<file path="config.mk">
export PLATFORM = sky130hd
export DESIGN_NAME = instruction_fetch_flat
export DESIGN_NICKNAME = d
export VERILOG_FILES = /design/src/rtl/instruction_fetch_if.sv /design/src/rtl/instruction_fetch.sv /design/src/flat_wrapper.sv
export SDC_FILE = /design/constraint.sdc
export NUM_CORES = 1
export LEC_CHECK = 0
export CORE_UTILIZATION = 46
export DETAILED_ROUTE_END_ITERATION = 12
export GPL_TIMING_DRIVEN = 0
export PLACE_DENSITY = 0.84
export SLEW_MARGIN = 10
export SYNTH_ARGS = -nofsm -noshare
export SYNTH_HDL_FRONTEND = slang
export SYNTH_SLANG_ARGS = --single-unit
</file>
<file path="constraint.sdc">
create_clock -name clock -period 3 [get_ports clock]
set_input_delay 0.9 -clock clock [delete_from_list [all_inputs] [get_ports clock]]
set_output_delay 0.9 -clock clock [all_outputs]
set_load 0.01 [all_outputs]
</file>
<file path="src/rtl/instruction_fetch_if.sv">
// ============================================================================
// instruction_fetch_if : instruction RAM, redirect and decode handshake bundle
// Revision: 1.0
// ============================================================================
`default_nettype none

interface instruction_fetch_if #(
   parameter int ADDR_WIDTH = 10
);
   logic [ADDR_WIDTH-1:0] address;
   logic [31:0]           iRAMOutput;
   logic                  redirect_valid;
   logic [ADDR_WIDTH-1:0] redirect_target;
   logic                  instr_ready;
   logic                  instr_valid;
   logic [31:0]           instr_word;
   logic [ADDR_WIDTH-1:0] instr_pc;
   logic                  halted;
   logic                  fetch_fault;
   logic [15:0]           fetch_count;

   modport master (
      output address, instr_valid, instr_word, instr_pc, halted, fetch_fault, fetch_count,
      input  iRAMOutput, redirect_valid, redirect_target, instr_ready
   );

   modport slave (
      input  address, instr_valid, instr_word, instr_pc, halted, fetch_fault, fetch_count,
      output iRAMOutput, redirect_valid, redirect_target, instr_ready
   );
endinterface

`default_nettype wire

</file>
<file path="src/rtl/instruction_fetch.sv">
// ============================================================================
// instruction_fetch : PC sequencer with one-entry output register, redirect,
// halt and out-of-range fault. Optional macro: JUMP_PREDECODE_EN.
// Revision: 1.0
// ============================================================================
`default_nettype none

module instruction_fetch #(
   parameter int ADDR_WIDTH = 10,
   parameter int RAM_DEPTH  = 160,
   parameter int START_ADDR = 0
) (
   input  wire                  clock,
   input  wire                  reset,
   instruction_fetch_if.master  bus
);
   localparam int unsigned c_ram_depth = RAM_DEPTH;
   localparam logic [5:0]  c_op_hlt    = 6'b011100;
   localparam logic [5:0]  c_op_jump   = 6'b010101;

   typedef enum logic [0:0] {
      FETCH  = 1'b0,
      HALTED = 1'b1
   } state_e;

   state_e                state_q, state_d;
   logic [ADDR_WIDTH-1:0] pc_q, pc_d;
   logic                  instr_valid_q, instr_valid_d;
   logic [31:0]           instr_word_q, instr_word_d;
   logic [ADDR_WIDTH-1:0] instr_pc_q, instr_pc_d;
   logic                  fetch_fault_q, fetch_fault_d;
   logic [15:0]           fetch_count_q, fetch_count_d;
   logic                  load;
   logic                  pc_in_range;
   logic [5:0]            opcode;

   always_ff @(posedge clock) begin
      if (reset) begin
         state_q       <= FETCH;
         pc_q          <= ADDR_WIDTH'(START_ADDR);
         instr_valid_q <= 1'b0;
         instr_word_q  <= 32'd0;
         instr_pc_q    <= '0;
         fetch_fault_q <= 1'b0;
         fetch_count_q <= 16'd0;
      end else begin
         state_q       <= state_d;
         pc_q          <= pc_d;
         instr_valid_q <= instr_valid_d;
         instr_word_q  <= instr_word_d;
         instr_pc_q    <= instr_pc_d;
         fetch_fault_q <= fetch_fault_d;
         fetch_count_q <= fetch_count_d;
      end
   end

   always_comb begin
      state_d       = state_q;
      pc_d          = pc_q;
      instr_valid_d = instr_valid_q;
      instr_word_d  = instr_word_q;
      instr_pc_d    = instr_pc_q;
      fetch_fault_d = fetch_fault_q;
      fetch_count_d = fetch_count_q;
      load          = 1'b0;
      pc_in_range   = (32'(pc_q) < c_ram_depth);
      opcode        = bus.iRAMOutput[31:26];

      // Redirect outranks both the range check and a pending Hlt on the RAM bus.
      if (state_q == FETCH) begin
         if (bus.redirect_valid) begin
            pc_d          = bus.redirect_target;
            instr_valid_d = 1'b0;
         end else if (!pc_in_range) begin
            fetch_fault_d = 1'b1;
            state_d       = HALTED;
         end else if (!instr_valid_q || bus.instr_ready) begin
            load = 1'b1;
         end
      end

      if (load) begin
         instr_word_d  = bus.iRAMOutput;
         instr_pc_d    = pc_q;
         instr_valid_d = 1'b1;
         pc_d          = pc_q + ADDR_WIDTH'(1);
         if (fetch_count_q != 16'hFFFF) begin
            fetch_count_d = fetch_count_q + 16'd1;
         end
         if (opcode == c_op_hlt) begin
            state_d = HALTED;
         end
`ifdef JUMP_PREDECODE_EN
         if (opcode == c_op_jump) begin
            pc_d = bus.iRAMOutput[ADDR_WIDTH-1:0];
         end
`else
         if (opcode == c_op_jump) begin
            pc_d = pc_q + ADDR_WIDTH'(1);
         end
`endif
      end else if (instr_valid_q && bus.instr_ready) begin
         instr_valid_d = 1'b0;
      end
   end

   assign bus.address     = pc_q;
   assign bus.instr_valid = instr_valid_q;
   assign bus.instr_word  = instr_word_q;
   assign bus.instr_pc    = instr_pc_q;
   assign bus.halted      = (state_q == HALTED);
   assign bus.fetch_fault = fetch_fault_q;
   assign bus.fetch_count = fetch_count_q;

endmodule

`default_nettype wire

</file>
<file path="src/flat_wrapper.sv">
// flat-port wrapper written by rule: the top's interface ports become plain ports
module instruction_fetch_flat 
#(
   parameter int ADDR_WIDTH = 10,
   parameter int RAM_DEPTH  = 160,
   parameter int START_ADDR = 0
)
  (clock, reset, bus_address, bus_instr_valid, bus_instr_word, bus_instr_pc, bus_halted, bus_fetch_fault, bus_fetch_count, bus_iRAMOutput, bus_redirect_valid, bus_redirect_target, bus_instr_ready);
  instruction_fetch_if #(.ADDR_WIDTH(ADDR_WIDTH)) bus_i ();
  input  wire clock;
  input  wire reset;
  output wire logic [$bits(bus_i.address)-1:0] bus_address;
  output wire logic [$bits(bus_i.instr_valid)-1:0] bus_instr_valid;
  output wire logic [$bits(bus_i.instr_word)-1:0] bus_instr_word;
  output wire logic [$bits(bus_i.instr_pc)-1:0] bus_instr_pc;
  output wire logic [$bits(bus_i.halted)-1:0] bus_halted;
  output wire logic [$bits(bus_i.fetch_fault)-1:0] bus_fetch_fault;
  output wire logic [$bits(bus_i.fetch_count)-1:0] bus_fetch_count;
  input wire logic [$bits(bus_i.iRAMOutput)-1:0] bus_iRAMOutput;
  input wire logic [$bits(bus_i.redirect_valid)-1:0] bus_redirect_valid;
  input wire logic [$bits(bus_i.redirect_target)-1:0] bus_redirect_target;
  input wire logic [$bits(bus_i.instr_ready)-1:0] bus_instr_ready;
  assign bus_address = bus_i.address;
  assign bus_instr_valid = bus_i.instr_valid;
  assign bus_instr_word = bus_i.instr_word;
  assign bus_instr_pc = bus_i.instr_pc;
  assign bus_halted = bus_i.halted;
  assign bus_fetch_fault = bus_i.fetch_fault;
  assign bus_fetch_count = bus_i.fetch_count;
  assign bus_i.iRAMOutput = bus_iRAMOutput;
  assign bus_i.redirect_valid = bus_redirect_valid;
  assign bus_i.redirect_target = bus_redirect_target;
  assign bus_i.instr_ready = bus_instr_ready;
  instruction_fetch #(.ADDR_WIDTH(ADDR_WIDTH), .RAM_DEPTH(RAM_DEPTH), .START_ADDR(START_ADDR)) u_core (.clock(clock), .reset(reset), .bus(bus_i));
endmodule
</file>
==> run metrics <==
wire length per cell 15.1 um; multi-input logic area 0.00137 mm^2; Core Util, Final 73.7%; DPL Wire Length 6100 um; CP dominant cell by count clkbuf_1; clock latency on the worst-skew pair 340 ps; Mapped Avg Cell Area 8.16 um^2; DRT Pass-1 Iters 4; PwrDens 546 mW/mm^2; Max clock buf depth 2; Die H 81.8 um; Max Fclk 386 MHz; CP Data Arrival Time 2870 ps; worst slack, placed 63.0 ps; setup ws final 407 ps; die area 0.00669 mm^2; WHS 460 ps; #FFs+latches synth 71; area leader, netlist dfxtp_1; Synth top area share 48.5%; Worst Clk Skew 8.94 ps; cell leakage power 1.57 nW; ys async rst share 0%; final critical-path required period 2590 ps; layout cells sized above 1 7.33%; Post-Synthesis Cell Area 0.00293 mm^2; Setup violations, final 0; Post-Synthesis Cells 359; number of warnings issued by yosys 0; CP top delay family buffers and inverters; Antenna diodes 0; Final #Nets 534; vias in the first global route 2881; maximum fanout along the worst path 10; worst slew pin tran 592 ps; DRC viols 0; drt total wl 8560 um; Post-CTS Setup Inserts 0; post-cts sizing count 0; final period utilization 86.4%; Initial Utilization 48.6%; 1st-iter DRT viols 168; Unique masters post-synth 42; EDFF count, synth 0; Post-DRT Antenna Nets 0; All-Layer GR Usage 26.2%; CTS Root Buffer Type clkbuf_8; WS Path Type in2reg; worst rel slew slack 60.5%; TritonCTS Buffers 9; largest net degree at the start of global routing 13; CP endpoint kind flop; crit-path cells clkdlybuf4s50_1 > nand2b_1 > nand4_2 > clkbuf_1 > clkbuf_1 > nand2_1 > a21oi_1; sequential-to-total area share from yosys stat 48.5%; maximum vdd ir drop 397 uV; IO Count 117; Synth Flop Type dfxtp_1; Crit path buffers/inverters 3; antenna violations before repair 0; Pwr Total 2.42 mW; Syn Nets 407; Rows 28; crit-path max cell delay 480 ps; vias per std cell 5.41; crit path launch type input pin; Num Clock Sinks 71; synthesis-to-layout area growth 51.6%; Setup TNS 0 ps; H-Tree Depth 3; Storage cell area 0.00142 mm^2; core area 0.00603 mm^2; RSZ-0062 raised after global routing no; Req. time, crit path 3270 ps; max-cap viol count 0; final hold violations 0; Filler cells 476; Hold-fix buffers, CTS 0; dominant cells by area after synthesis dfxtp_1, nand2_1, a21oi_1; # port buffers 116; status complete, no violations; Worst-path clk slew 80 ps; number of max-slew violations in the final report 0; Die X 81.8 um; Routability Congestion 0.865; via count 3064; grt total ovfl 0; slowest stage cell, crit path clkbuf_1; CTS tree yes; Hold Path Class reg2reg; first-pass GRT wire length 13300 um
-- sequential cells by signal, indices dropped and copies added (netlist names) --
signal and cells:
u_core.bus.instr_word 32, u_core.bus.fetch_count 16, u_core.bus.address 10, u_core.bus.instr_pc 10, u_core.bus.fetch_fault 1, u_core.bus.halted 1
u_core.bus.instr_valid 1
-- power by group --
group          internal (mW)  leakage [nW]  switching, mW
combinational          0.208         0.866          0.209
sequential             0.999         0.579         0.0421
clock                  0.598         0.130          0.365
-- synth_stat cells, types with 3 or more instances --
master and count:
nand3_1 8, nor4_1 5, nand2_1 99, a21oi_1 54
clkbuf_1 15, nor2_1 19, nor2b_1 6, mux2_2 5
buf_2 8, or4_1 10, dfxtp_1 71, o31ai_1 6
and4_1 4, inv_1 4, a31oi_1 3
-- worst register-to-register path: cells and delay by family, from the launching register on --
kind                       cells  cell delay (ps)
buffers and inverters          1              140
DFF                            1              350
adders and majority gates      1              280
muxes                          1              380
and+or+nand+nor                3              770
-- placed cells by master, fill, tap and decap left out, types with 5 or more instances in the layout --
master           instances
mux2_2                   5
nand3_1                  8
nand2_1                 99
clkbuf_1                15
buf_2                    8
o31ai_1                  6
a21oi_1                 54
clkbuf_8                11
nor2b_1                  6
dfxtp_1                 71
nor2_1                  19
nor4_1                   5
clkdlybuf4s50_1        116
or4_1                   10
-- per-stage QoR --
stage                     area [um^2]  std cells
after floorplan                  2930        359
after global placement           4180        550
after detailed placement         4180        550
after CTS                        4440        566
after global routing             4440        566
final                            4440        566
-- final timing paths --
path	startpoint	to	slack [ps]	cells past startpoint
setup / recovery	bus_instr_ready	u_core.bus.instr_word[25]	410	7
hold / removal	u_core.bus.instr_word[9]	u_core.bus.instr_word[9]	460	2
setup reg to reg	u_core.bus.fetch_count[0]	u_core.bus.fetch_count[8]	990	6
hold reg to reg	u_core.bus.instr_word[9]	u_core.bus.instr_word[9]	460	2
-- routing by layer --
layer  track usage [%]  vias up  routed length (um)
met5                 0        -                   0
met4              13.3        0                 165
met3              6.56       17                 639
met2              44.5      123                4160
met1              30.4     1418                3590
li1                  -     1506                   -
-- final cells by class --
| type | count | area share (%) |
|---|---|---|
| clock buffer | 11 | 3.41 |
| clock inverter | 5 | 2.34 |
| inverter | 4 | 0.338 |
| buffer | 26 | 2.85 |
| sequential | 71 | 32.0 |
| multi-input combinational | 258 | 30.8 |
| tap | 75 | 2.11 |
| timing repair buffer | 116 | 26.2 |
-- logic make-up after synthesis --
| logic type | after synthesis | share of synthesized area (%) |
|---|---|---|
| simple gates | 171 | 27.7 |
| compound gates | 80 | 16.2 |
| flops | 71 | 48.5 |
| buf+inv | 30 | 4.83 |
| mux | 5 | 1.92 |
| fa+ha+maj | 2 | 0.854 |
(Power assumes the default switching activity.)
